$ cat src/rtl/ctrl_seq_pkg.sv
// Shared types and decode truth table for the ctrl_seq control sequencer.
// Holds the opcode and FSM state enums, the control-word struct and the per-opcode words.
package ctrl_seq_pkg;

    typedef enum logic [3:0] {
        OP_NOP  = 4'd0,
        OP_SETC = 4'd1,
        OP_CLRC = 4'd2,
        OP_NOT  = 4'd3,
        OP_INC  = 4'd4,
        OP_DEC  = 4'd5,
        OP_OUT  = 4'd6,
        OP_IN   = 4'd7,
        OP_PUSH = 4'd8,
        OP_POP  = 4'd9,
        OP_LDD  = 4'd10,
        OP_STD  = 4'd11,
        OP_JMP  = 4'd12,
        OP_CALL = 4'd13,
        OP_RET  = 4'd14,
        OP_RTI  = 4'd15
    } opcode_e;

    typedef enum logic [2:0] {
        ST_IDLE    = 3'd0,
        ST_INT_PC  = 3'd1,
        ST_INT_FLG = 3'd2,
        ST_INT_VEC = 3'd3,
        ST_RTI_FLG = 3'd4,
        ST_RTI_PC  = 3'd5
    } state_e;

    localparam int CW_ALU_W = 3;

    localparam logic [CW_ALU_W-1:0] ALU_NOP  = 3'd0;
    localparam logic [CW_ALU_W-1:0] ALU_SETC = 3'd1;
    localparam logic [CW_ALU_W-1:0] ALU_CLRC = 3'd2;
    localparam logic [CW_ALU_W-1:0] ALU_NOT  = 3'd3;
    localparam logic [CW_ALU_W-1:0] ALU_INC  = 3'd4;
    localparam logic [CW_ALU_W-1:0] ALU_DEC  = 3'd5;
    localparam logic [CW_ALU_W-1:0] ALU_ADD  = 3'd6;

    typedef struct packed {
        logic [CW_ALU_W-1:0] alu_op;
        logic                alu_src;
        logic                reg_write;
        logic                mem_read;
        logic                mem_write;
        logic                mem_to_reg;
        logic                branch;
        logic                out_en;
        logic                in_en;
        logic                push_pop;
        logic                push_pc;
        logic                pop_pc;
        logic                sp_op;
        logic                push_flags;
        logic                pop_flags;
        logic                vector_sel;
    } ctrl_word_t;

    localparam ctrl_word_t CW_NOP  = '0;
    localparam ctrl_word_t CW_SETC = '{alu_op: ALU_SETC, default: 1'b0};
    localparam ctrl_word_t CW_CLRC = '{alu_op: ALU_CLRC, default: 1'b0};
    localparam ctrl_word_t CW_NOT  = '{alu_op: ALU_NOT, reg_write: 1'b1, default: 1'b0};
    localparam ctrl_word_t CW_INC  = '{alu_op: ALU_INC, reg_write: 1'b1, default: 1'b0};
    localparam ctrl_word_t CW_DEC  = '{alu_op: ALU_DEC, reg_write: 1'b1, default: 1'b0};
    localparam ctrl_word_t CW_OUT  = '{alu_op: ALU_NOP, out_en: 1'b1, default: 1'b0};
    localparam ctrl_word_t CW_IN   = '{alu_op: ALU_NOP, in_en: 1'b1, reg_write: 1'b1, default: 1'b0};
    localparam ctrl_word_t CW_PUSH = '{alu_op: ALU_NOP, push_pop: 1'b1, mem_write: 1'b1,
                                       sp_op: 1'b1, default: 1'b0};
    localparam ctrl_word_t CW_POP  = '{alu_op: ALU_NOP, push_pop: 1'b1, mem_read: 1'b1, sp_op: 1'b1,
                                       mem_to_reg: 1'b1, reg_write: 1'b1, default: 1'b0};
    localparam ctrl_word_t CW_LDD  = '{alu_op: ALU_ADD, alu_src: 1'b1, mem_read: 1'b1,
                                       mem_to_reg: 1'b1, reg_write: 1'b1, default: 1'b0};
    localparam ctrl_word_t CW_STD  = '{alu_op: ALU_ADD, alu_src: 1'b1, mem_write: 1'b1, default: 1'b0};
    localparam ctrl_word_t CW_JMP  = '{alu_op: ALU_NOP, branch: 1'b1, default: 1'b0};
    localparam ctrl_word_t CW_CALL = '{alu_op: ALU_NOP, branch: 1'b1, push_pc: 1'b1, push_pop: 1'b1,
                                       mem_write: 1'b1, sp_op: 1'b1, default: 1'b0};
    localparam ctrl_word_t CW_RET  = '{alu_op: ALU_NOP, pop_pc: 1'b1, mem_read: 1'b1, sp_op: 1'b1,
                                       branch: 1'b1, default: 1'b0};

    // Words emitted by the multi-cycle interrupt entry and RTI return sequences.
    localparam ctrl_word_t CW_INT_PC  = '{alu_op: ALU_NOP, push_pc: 1'b1, push_pop: 1'b1,
                                          mem_write: 1'b1, sp_op: 1'b1, default: 1'b0};
    localparam ctrl_word_t CW_INT_FLG = '{alu_op: ALU_NOP, push_flags: 1'b1, push_pop: 1'b1,
                                          mem_write: 1'b1, sp_op: 1'b1, default: 1'b0};
    localparam ctrl_word_t CW_INT_VEC = '{alu_op: ALU_NOP, mem_read: 1'b1, branch: 1'b1,
                                          vector_sel: 1'b1, default: 1'b0};
    localparam ctrl_word_t CW_RTI_FLG = '{alu_op: ALU_NOP, pop_flags: 1'b1, mem_read: 1'b1,
                                          sp_op: 1'b1, default: 1'b0};
    localparam ctrl_word_t CW_RTI_PC  = '{alu_op: ALU_NOP, pop_pc: 1'b1, mem_read: 1'b1,
                                          sp_op: 1'b1, branch: 1'b1, default: 1'b0};

endpackage

$ cat src/rtl/ctrl_decode.sv
// Combinational opcode decoder: maps an opcode onto its control word.
// RTI is only flagged here; its words come from the sequencer states.
module ctrl_decode
    import ctrl_seq_pkg::*;
#(
    parameter int OPCODE_W = 5
) (
    input  logic [OPCODE_W-1:0] opcode,
    output ctrl_word_t          cw,
    output logic                illegal,
    output logic                is_rti
);

    always_comb begin
        cw      = CW_NOP;
        illegal = 1'b0;
        is_rti  = 1'b0;
        if (opcode > OPCODE_W'(4'hF)) begin
            illegal = 1'b1;
        end else begin
            case (opcode_e'(opcode[3:0]))
                OP_NOP:  cw = CW_NOP;
                OP_SETC: cw = CW_SETC;
                OP_CLRC: cw = CW_CLRC;
                OP_NOT:  cw = CW_NOT;
                OP_INC:  cw = CW_INC;
                OP_DEC:  cw = CW_DEC;
                OP_OUT:  cw = CW_OUT;
                OP_IN:   cw = CW_IN;
                OP_PUSH: cw = CW_PUSH;
                OP_POP:  cw = CW_POP;
                OP_LDD:  cw = CW_LDD;
                OP_STD:  cw = CW_STD;
                OP_JMP:  cw = CW_JMP;
                OP_CALL: cw = CW_CALL;
                OP_RET:  cw = CW_RET;
                OP_RTI:  is_rti = 1'b1;
                default: cw = CW_NOP;
            endcase
        end
    end

endmodule

$ cat src/rtl/ctrl_seq.sv
// Control sequencer: registers decoded control words and runs interrupt entry / RTI sequences.
// Define CTRL_SEQ_FLAGS_SAVE_EN to include the flag push/pop states in both sequences.
module ctrl_seq
    import ctrl_seq_pkg::*;
#(
    parameter int OPCODE_W = 5,
    parameter int ALU_OP_W = 3
) (
    input  logic                clk,
    input  logic                reset_n,
    input  logic [OPCODE_W-1:0] opcode,
    input  logic                valid_in,
    input  logic                stall,
    input  logic                flush,
    input  logic                int_req,
    output logic                busy,
    output logic                int_ack,
    output logic                illegal_op,
    output logic                valid_out,
    output logic [ALU_OP_W-1:0] alu_op,
    output logic                alu_src,
    output logic                reg_write,
    output logic                mem_read,
    output logic                mem_write,
    output logic                mem_to_reg,
    output logic                branch,
    output logic                out_en,
    output logic                in_en,
    output logic                push_pop,
    output logic                push_pc,
    output logic                pop_pc,
    output logic                sp_op,
    output logic                push_flags,
    output logic                pop_flags,
    output logic                vector_sel
);

`ifdef CTRL_SEQ_FLAGS_SAVE_EN
    localparam logic FLAGS_SAVE = 1'b1;
`else
    localparam logic FLAGS_SAVE = 1'b0;
`endif

    state_e     state;
    ctrl_word_t cw_q;
    logic       valid_q;
    logic       ack_q;
    logic       illegal_q;

    ctrl_word_t dec_cw;
    logic       dec_illegal;
    logic       dec_is_rti;
    logic       int_take;
    logic       issue;

    ctrl_decode #(
        .OPCODE_W (OPCODE_W)
    ) u_decode (
        .opcode  (opcode),
        .cw      (dec_cw),
        .illegal (dec_illegal),
        .is_rti  (dec_is_rti)
    );

    // An interrupt wins over the same-cycle opcode; upstream replays that opcode later.
    assign int_take = int_req & (state == ST_IDLE) & ~stall;
    assign issue    = valid_in & ~stall & (state == ST_IDLE) & ~int_take;

    always_ff @(posedge clk or negedge reset_n) begin
        if (!reset_n) begin
            state     <= ST_IDLE;
            cw_q      <= CW_NOP;
            valid_q   <= 1'b0;
            ack_q     <= 1'b0;
            illegal_q <= 1'b0;
        end else if (!stall) begin
            cw_q      <= CW_NOP;
            valid_q   <= 1'b0;
            ack_q     <= 1'b0;
            illegal_q <= 1'b0;
            case (state)
                ST_IDLE: begin
                    if (int_take) begin
                        state   <= ST_INT_PC;
                        cw_q    <= CW_INT_PC;
                        valid_q <= 1'b1;
                    end else if (issue && !flush) begin
                        valid_q   <= 1'b1;
                        illegal_q <= dec_illegal;
                        if (dec_is_rti) begin
`ifdef CTRL_SEQ_FLAGS_SAVE_EN
                            state <= ST_RTI_FLG;
                            cw_q  <= CW_RTI_FLG;
`else
                            state <= ST_RTI_PC;
                            cw_q  <= CW_RTI_PC;
`endif
                        end else begin
                            cw_q <= dec_cw;
                        end
                    end
                end
                ST_INT_PC: begin
                    valid_q <= 1'b1;
`ifdef CTRL_SEQ_FLAGS_SAVE_EN
                    state   <= ST_INT_FLG;
                    cw_q    <= CW_INT_FLG;
`else
                    state   <= ST_INT_VEC;
                    cw_q    <= CW_INT_VEC;
                    ack_q   <= 1'b1;
`endif
                end
                ST_INT_FLG: begin
                    state   <= ST_INT_VEC;
                    cw_q    <= CW_INT_VEC;
                    valid_q <= 1'b1;
                    ack_q   <= 1'b1;
                end
                ST_RTI_FLG: begin
                    state   <= ST_RTI_PC;
                    cw_q    <= CW_RTI_PC;
                    valid_q <= 1'b1;
                end
                ST_INT_VEC, ST_RTI_PC: state <= ST_IDLE;
                default:               state <= ST_IDLE;
            endcase
        end
    end

    assign busy       = (state != ST_IDLE);
    assign int_ack    = ack_q;
    assign illegal_op = illegal_q;
    assign valid_out  = valid_q;
    assign alu_op     = ALU_OP_W'(cw_q.alu_op);
    assign alu_src    = cw_q.alu_src;
    assign reg_write  = cw_q.reg_write;
    assign mem_read   = cw_q.mem_read;
    assign mem_write  = cw_q.mem_write;
    assign mem_to_reg = cw_q.mem_to_reg;
    assign branch     = cw_q.branch;
    assign out_en     = cw_q.out_en;
    assign in_en      = cw_q.in_en;
    assign push_pop   = cw_q.push_pop;
    assign push_pc    = cw_q.push_pc;
    assign pop_pc     = cw_q.pop_pc;
    assign sp_op      = cw_q.sp_op;
    // Flag save/restore bits only exist in builds with the flag states.
    assign push_flags = cw_q.push_flags & FLAGS_SAVE;
    assign pop_flags  = cw_q.pop_flags & FLAGS_SAVE;
    assign vector_sel = cw_q.vector_sel;

endmodule

$ cat config.mk
export PLATFORM = sky130hd
export DESIGN_NAME = ctrl_seq
export DESIGN_NICKNAME = d
export VERILOG_FILES = /design/src/rtl/ctrl_seq_pkg.sv /design/src/rtl/ctrl_decode.sv /design/src/rtl/ctrl_seq.sv
export SDC_FILE = /design/constraint.sdc
export NUM_CORES = 1
export LEC_CHECK = 0
export ABC_AREA = 0
export BUFFER_PORTS_ARGS = -buffer_cell sky130_fd_sc_hd__buf_2
export CORE_MARGIN = 1.5
export CORE_UTILIZATION = 45
export DETAILED_ROUTE_END_ITERATION = 16
export GPL_TIMING_DRIVEN = 0
export PLACE_DENSITY = 0.7
export SLEW_MARGIN = 15
export SYNTH_ARGS = -nofsm -noshare
export SYNTH_HDL_FRONTEND = slang
export SYNTH_SLANG_ARGS = --single-unit
$ cat constraint.sdc
create_clock -name clk -period 3.4 [get_ports clk]
set_input_delay 0.34 -clock clk [delete_from_list [all_inputs] [get_ports clk]]
set_output_delay 0.34 -clock clk [all_outputs]
set_load 0.01 [all_outputs]
==> After elaboration in Yosys (flattened, before gate mapping) <==
Index checks and enable logic that the tools add are counted.
{ "op_classes": {"magnitude_cmp": 1, "n_reduce_logical": 7, "n_bitwise": 7, "n_eq_ne": 20, "mux": 20} }
{ "op_table": {"columns": ["cell", "n"], "rows": [
  ["case mux 18 bit (14 select lines)", 1],
  ["two-way mux 18 bit", 4],
  ["case mux 18 bit (3 select lines)", 1],
  ["== test 4 bit, second input constant", 8],
  ["== test 4 x 3 -> 1 bit, second input constant", 4],
  ["two-way mux 1 bit", 9],
  ["two-way mux 3 bit", 3],
  ["case mux 3 bit (3 select lines)", 1],
  ["== test 4 x 2 -> 1 bit, second input constant", 2],
  ["bitwise AND 1 bit", 5],
  ["greater-than comparator 5 x 4 -> 1 bit, second input constant", 1],
  ["== test 4 x 1 -> 1 bit, second input constant", 1],
  ["== test 3 x 1 -> 1 bit, second input constant", 1],
  ["== test 3 x 2 -> 1 bit, second input constant", 1],
  ["== test 3 bit, second input constant", 1],
  ["zero test 3 bit", 1],
  ["inequality test 3 x 2 -> 1 bit, second input constant", 1],
  ["inequality test 3 bit, second input constant", 1],
  ["AND reduction 3 bit", 1],
  ["nonzero test 3 bit", 1],
  ["OR reduction 3 bit", 1],
  ["NOT 1 bit", 2],
  ["case mux 1 bit (2 select lines)", 1],
  ["OR reduction 2 bit", 1],
  ["other kinds (2)", 2]
]} }
{ "totals": {"input_bits": 11, "word_cells": 73, "register_bits": 22, "out_inout_bits": 22} }

==> Logic depth before layout (Yosys ltp) <==
{ "logic_depth": {"ltp_word": 9, "mapped_depth": 5, "mapped_depth_nobuf": 4} }

==> Cells and area by module <==
From an unflattened synthesis, not the netlist that was laid out.
{ "hier_totals": {"hier_cells": 165, "hier_area_um2": 1378.8} }
{ "by_module_without_submodules": {"columns": ["mod", "instances", "area_each_um2", "cells_each", "seq_area_each_um2"], "rows": [
  ["ctrl_seq", 1, 1104.8, 119, 550.5],
  ["ctrl_decode", 1, 274.0, 46, 0.0]
]} }

==> Least setup slack after synthesis <==
No wires, ideal clock.
{ "synth_path": {"kind": "register to register", "start": "register state[2]", "end": "register cw_q, in the netlist push_pop", "setup_slack_ns": 1.688, "path_stages_with_launch": 6, "required_time_ns": 3.299, "arrival_time_ns": 1.611, "path_buffers": 1, "setup_ns": 0.101, "period_less_slack_ns": 1.712, "cell_sequence": "dfrtp_1 -> buf_6 -> nor4_4 -> nor4b_4 -> nand2_1 -> o311ai_2"} }
{ "synth_via": {"elab_chain_len": 9, "elab_cells_between_ends": 14, "classes_between": "3 x eq/ne; 3 x mux; 5 x bitwise; 3 x reduce/logical"} }
{ "synth_rtl": {"columns": ["element", "line", "rtl"], "rows": [
  ["from (decl)", "ctrl_seq.sv:44", "state_e state;"],
  ["from (signal assigned)", "ctrl_seq.sv:71", "state <= ST_IDLE;"],
  ["from (signal assigned)", "ctrl_seq.sv:84", "state <= ST_INT_PC;"],
  ["from (signal assigned)", "ctrl_seq.sv:95", "state <= ST_RTI_PC;"],
  ["zero test 3 bit", "ctrl_seq.sv:66, ctrl_seq.sv:67, ctrl_seq.sv:81", null],
  ["bitwise AND 1 bit (2 in a row)", "ctrl_seq.sv:66", "assign int_take = int_req & (state == ST_IDLE) & ~stall;"],
  ["NOT 1 bit", "ctrl_seq.sv:67", "assign issue = valid_in & ~stall & (state == ST_IDLE) & ~int_take;"],
  ["bitwise AND 1 bit", "ctrl_seq.sv:67", null],
  ["logical AND 1 bit", "ctrl_seq.sv:87", "end else if (issue && !flush) begin"],
  ["two-way mux 18 bit", "ctrl_seq.sv:87", null],
  ["two-way mux 18 bit", "ctrl_seq.sv:83", "if (int_take) begin"],
  ["case mux 18 bit (3 select lines) *", "ctrl_seq.sv:81", "case (state)"],
  ["to (signal assigned)", "ctrl_seq.sv:99", "cw_q <= dec_cw;"],
  ["to (decl)", "ctrl_seq.sv:45", "ctrl_word_t cw_q;"]
]} }
Every way passes the cells marked *; elsewhere a longest branch is shown, timed or not.
A chain may end at the register's enable or synchronous reset.

==> Worst setup path after layout <==
Ends and elaborated chain as after synthesis.

==> flow_summary_export.csv <==
group,metric,value,unit
clock_network,cts_tree,"built",
run_status,status,"finished clean",
clock_network,clock-root-buffer,"clkbuf_4",
route,drtIter0Drc,13,
sta,layout_setup_ws,1.43,ns
yosys,synth_edf_count,0,
sta,slew_viol_final,0,
sta,min_period_over_period,57.9,%
critical_path,critPathCaptureType,"flop",
clock_network,clockBufferDepth,2,
sta,maxSlewHeadroom,65.3,%
placed_design,hpwl,1.84,mm
clock_network,cts_buffers,3,
floorplan,initial_core_util,47.9,%
yosys,synth_seq_cells,22,
clock_network,clkTransAtPathRegs,0.14,ns
yosys,synth_cell_type_count,36,
global_route,grt_pass1_vias,893,
yosys,syn_avg_cell_area,9.88,µm²
floorplan,fp.coreArea,0.00248,mm²
global_route,grt_max_degree,23,
yosys,syn-instance-count,120,
route,vias,977,
critical_path,critPathKind,"reg -> reg",
final_layout,fillers,239,
clock_network,cts_resized,0,
placed_design,place_ws,1.43,ns
floorplan,num_rows,18,
pwr,ir_drop,0.329,mV
floorplan,ioPinCount,33,
yosys,synth_warnings,0,
run,drv_cap,0,
floorplan,dieHeight,54.3,µm
final_layout,nNetsFinal,165,
sta,max_freq,508,MHz
global_route,grt_pass1_wl,4.02,mm
route,vias_per_cell,5.34,
yosys,synth_area,0.00119,mm²
route,antenna_violating_nets_post_route,0,
sta,worstMarginPinSlew,0.519,ns
final_layout,n_antenna_cell,0,
sta,rsz0062_at_grt,"false",
critical_path,slowest_stage,"nor4b_4",
pwr,powerDensity,589,mW/mm²
critical_path,cp_slowest_stage_delay,0.52,ns
sta,setup_tns,0,ns
sta,fin_crit,1.97,ns
route,finalWirelength,2.51,mm
critical_path,cp_data_required_time,3.62,ns
sta,skew,0.0184,ns
final_layout,drive_gt1_share,31.4,%
global_route,grt_overflow,0,
clock_network,cts_sinks,22,
sta,finalSetupViolations,0,
sta,hold_violations,0,
global_route,grt_usage,19.3,%
route,dr.pass1.iters,4,
clock_network,clk_latency,0.32,ns
route,drcViolationCount,0,
clock_network,htreeDepth,1,
placed_design,numPortBuffers,27,
critical_path,critPathArrivalTime,2.18,ns
worst_hold_path,hold_class,"in -> reg",
final_layout,area_growth,20.1,%
yosys,seq_area_frac_synth,46.4,%
floorplan,fp.dieW,54.3,µm
critical_path,cp_max_fo,9,
yosys,async_flop_share,100,%
yosys,synth_ff_type,"dfrtp_1",
global_route,antenna_found_initial,0,
floorplan,dieArea,0.00295,mm²
placed_design,finalWeightedCongestion,0.771,
critical_path,critPathLaunchType,"flop",
route,wl_per_cell,13.7,µm
critical_path,cp_cell_sequence,"buf_6 -> nor4_4 -> nor4b_4 -> nand2_1 -> o311ai_2",
pwr,p_leak,0.684,nW
synth_stat cells, types with 2 or more instances:
cell / count / share of area, %
a21oi_1: 3 / 1.3
a22o_1: 2 / 1.5
a32o_1: 3 / 2.5
buf_2: 2 / 0.84
buf_4: 4 / 2.5
buf_6: 2 / 1.9
dfrtp_1: 22 / 46
inv_1: 4 / 1.3
mux2i_1: 2 / 1.7
nand2_1: 21 / 6.6
nand2b_1: 5 / 2.6
nand3_1: 3 / 1.3
nand4_1: 2 / 1.1
nor2_1: 2 / 0.63
nor2b_1: 5 / 2.6
nor3_1: 5 / 2.1
o211ai_1: 2 / 1.3
o21a_1: 2 / 1.3
o21ai_0: 10 / 4.2
o22ai_1: 2 / 1.1
xnor2_1: 2 / 1.5
repair_timing:
item,CTS,global route
endpoints found under the hold margin,22,0
hold buffers,1,0
buffers inserted,0,0
cell type report:
class	count	area, µm²	area share [%]
multi-input combinational	85	554	38.9
clock inverter	1	30.0	2.11
clock buffer	3	22.5	1.58
inverter	4	15.0	1.05
buffer	10	70.1	4.92
timing repair buffer	28	145	10.2
tap	30	37.5	2.63
sequential	22	551	38.6
path summary, 6_finish.rpt:
path	startpoint	endpoint	slack [ns]	cells after the start
worst max-delay path	state[2]	push_pop	1.43	5
worst min-delay path	opcode[3]	out_en	0.22	2
worst max register to register	state[2]	push_pop	1.43	5
worst min register to register	int_ack	int_ack	0.50	2
max in group asynchronous	reset_n	state[0]	2.56	2
min in group asynchronous	reset_n	pop_pc	0.49	2
cells by family (layout without fill, tap and decap cells):
| logic type | after synthesis | after routing | share of synthesized area (%) |
|---|---|---|---|
| compound gates | 30 | 30 | 19.3 |
| xor+xnor | 3 | 3 | 2.22 |
| buf+inv | 14 | 46 | 7.17 |
| flops | 22 | 22 | 46.4 |
| mux | 2 | 2 | 1.69 |
| other cells | 1 | 2 | 0.316 |
| simple gates | 48 | 48 | 22.9 |
per-stage QoR:
stage / hold WS (ns) / util [%] / std cells / power, mW / instance area (µm²)
after floorplan: 0.0444 / - / 121 / 0.542 / 1190
after global placement: 0.325 / 55.0 / 178 / 0.627 / 1360
after detailed placement: 0.333 / 55.0 / 178 / 0.640 / 1360
after CTS: 0.227 / 57.5 / 183 / 0.845 / 1430
after global routing: 0.236 / 57.5 / 183 / 0.898 / 1430
final: 0.225 / 57.5 / 183 / 0.840 / 1430
power by group:
| group | switching [mW] | leakage (nW) | internal, mW |
|---|---|---|---|
| combinational | 0.145 | 0.368 | 0.124 |
| clock | 0.0867 | 0.0279 | 0.119 |
| sequential | 0.0501 | 0.288 | 0.315 |
| total | 0.281 | 0.684 | 0.558 |
worst max-delay path, delay by kind of cell (launching register included):
family,cells,cell delay (ns)
flip-flops,1,0.39
AND/OR/NAND/NOR,3,1.07
AO/OA/AOI/OAI,1,0.28
buffers and inverters,1,0.14
cells in the final DEF (no fill, tap or decap), types with 3 or more instances in the layout:
cell      Yosys  routed
buf_2         2      29
dfrtp_1      22      22
nand2_1      21      21
o21ai_0      10      10
nand2b_1      5       5
nor2b_1       5       5
nor3_1        5       5
buf_4         4       4
inv_1         4       4
a32o_1        3       3
a21oi_1       3       3
nand3_1       3       3
clkbuf_4      0       3
routing by layer:
layer	up-vias	GRT usage [%]	share of wire, %
met3	5	3.01	3.6
met4	0	11.3	1.7
met1	460	27.5	50
li1	487	-	-
met2	25	27.3	45
met5	-	0	0
Note: power is estimated with default switching activity, not from simulation.
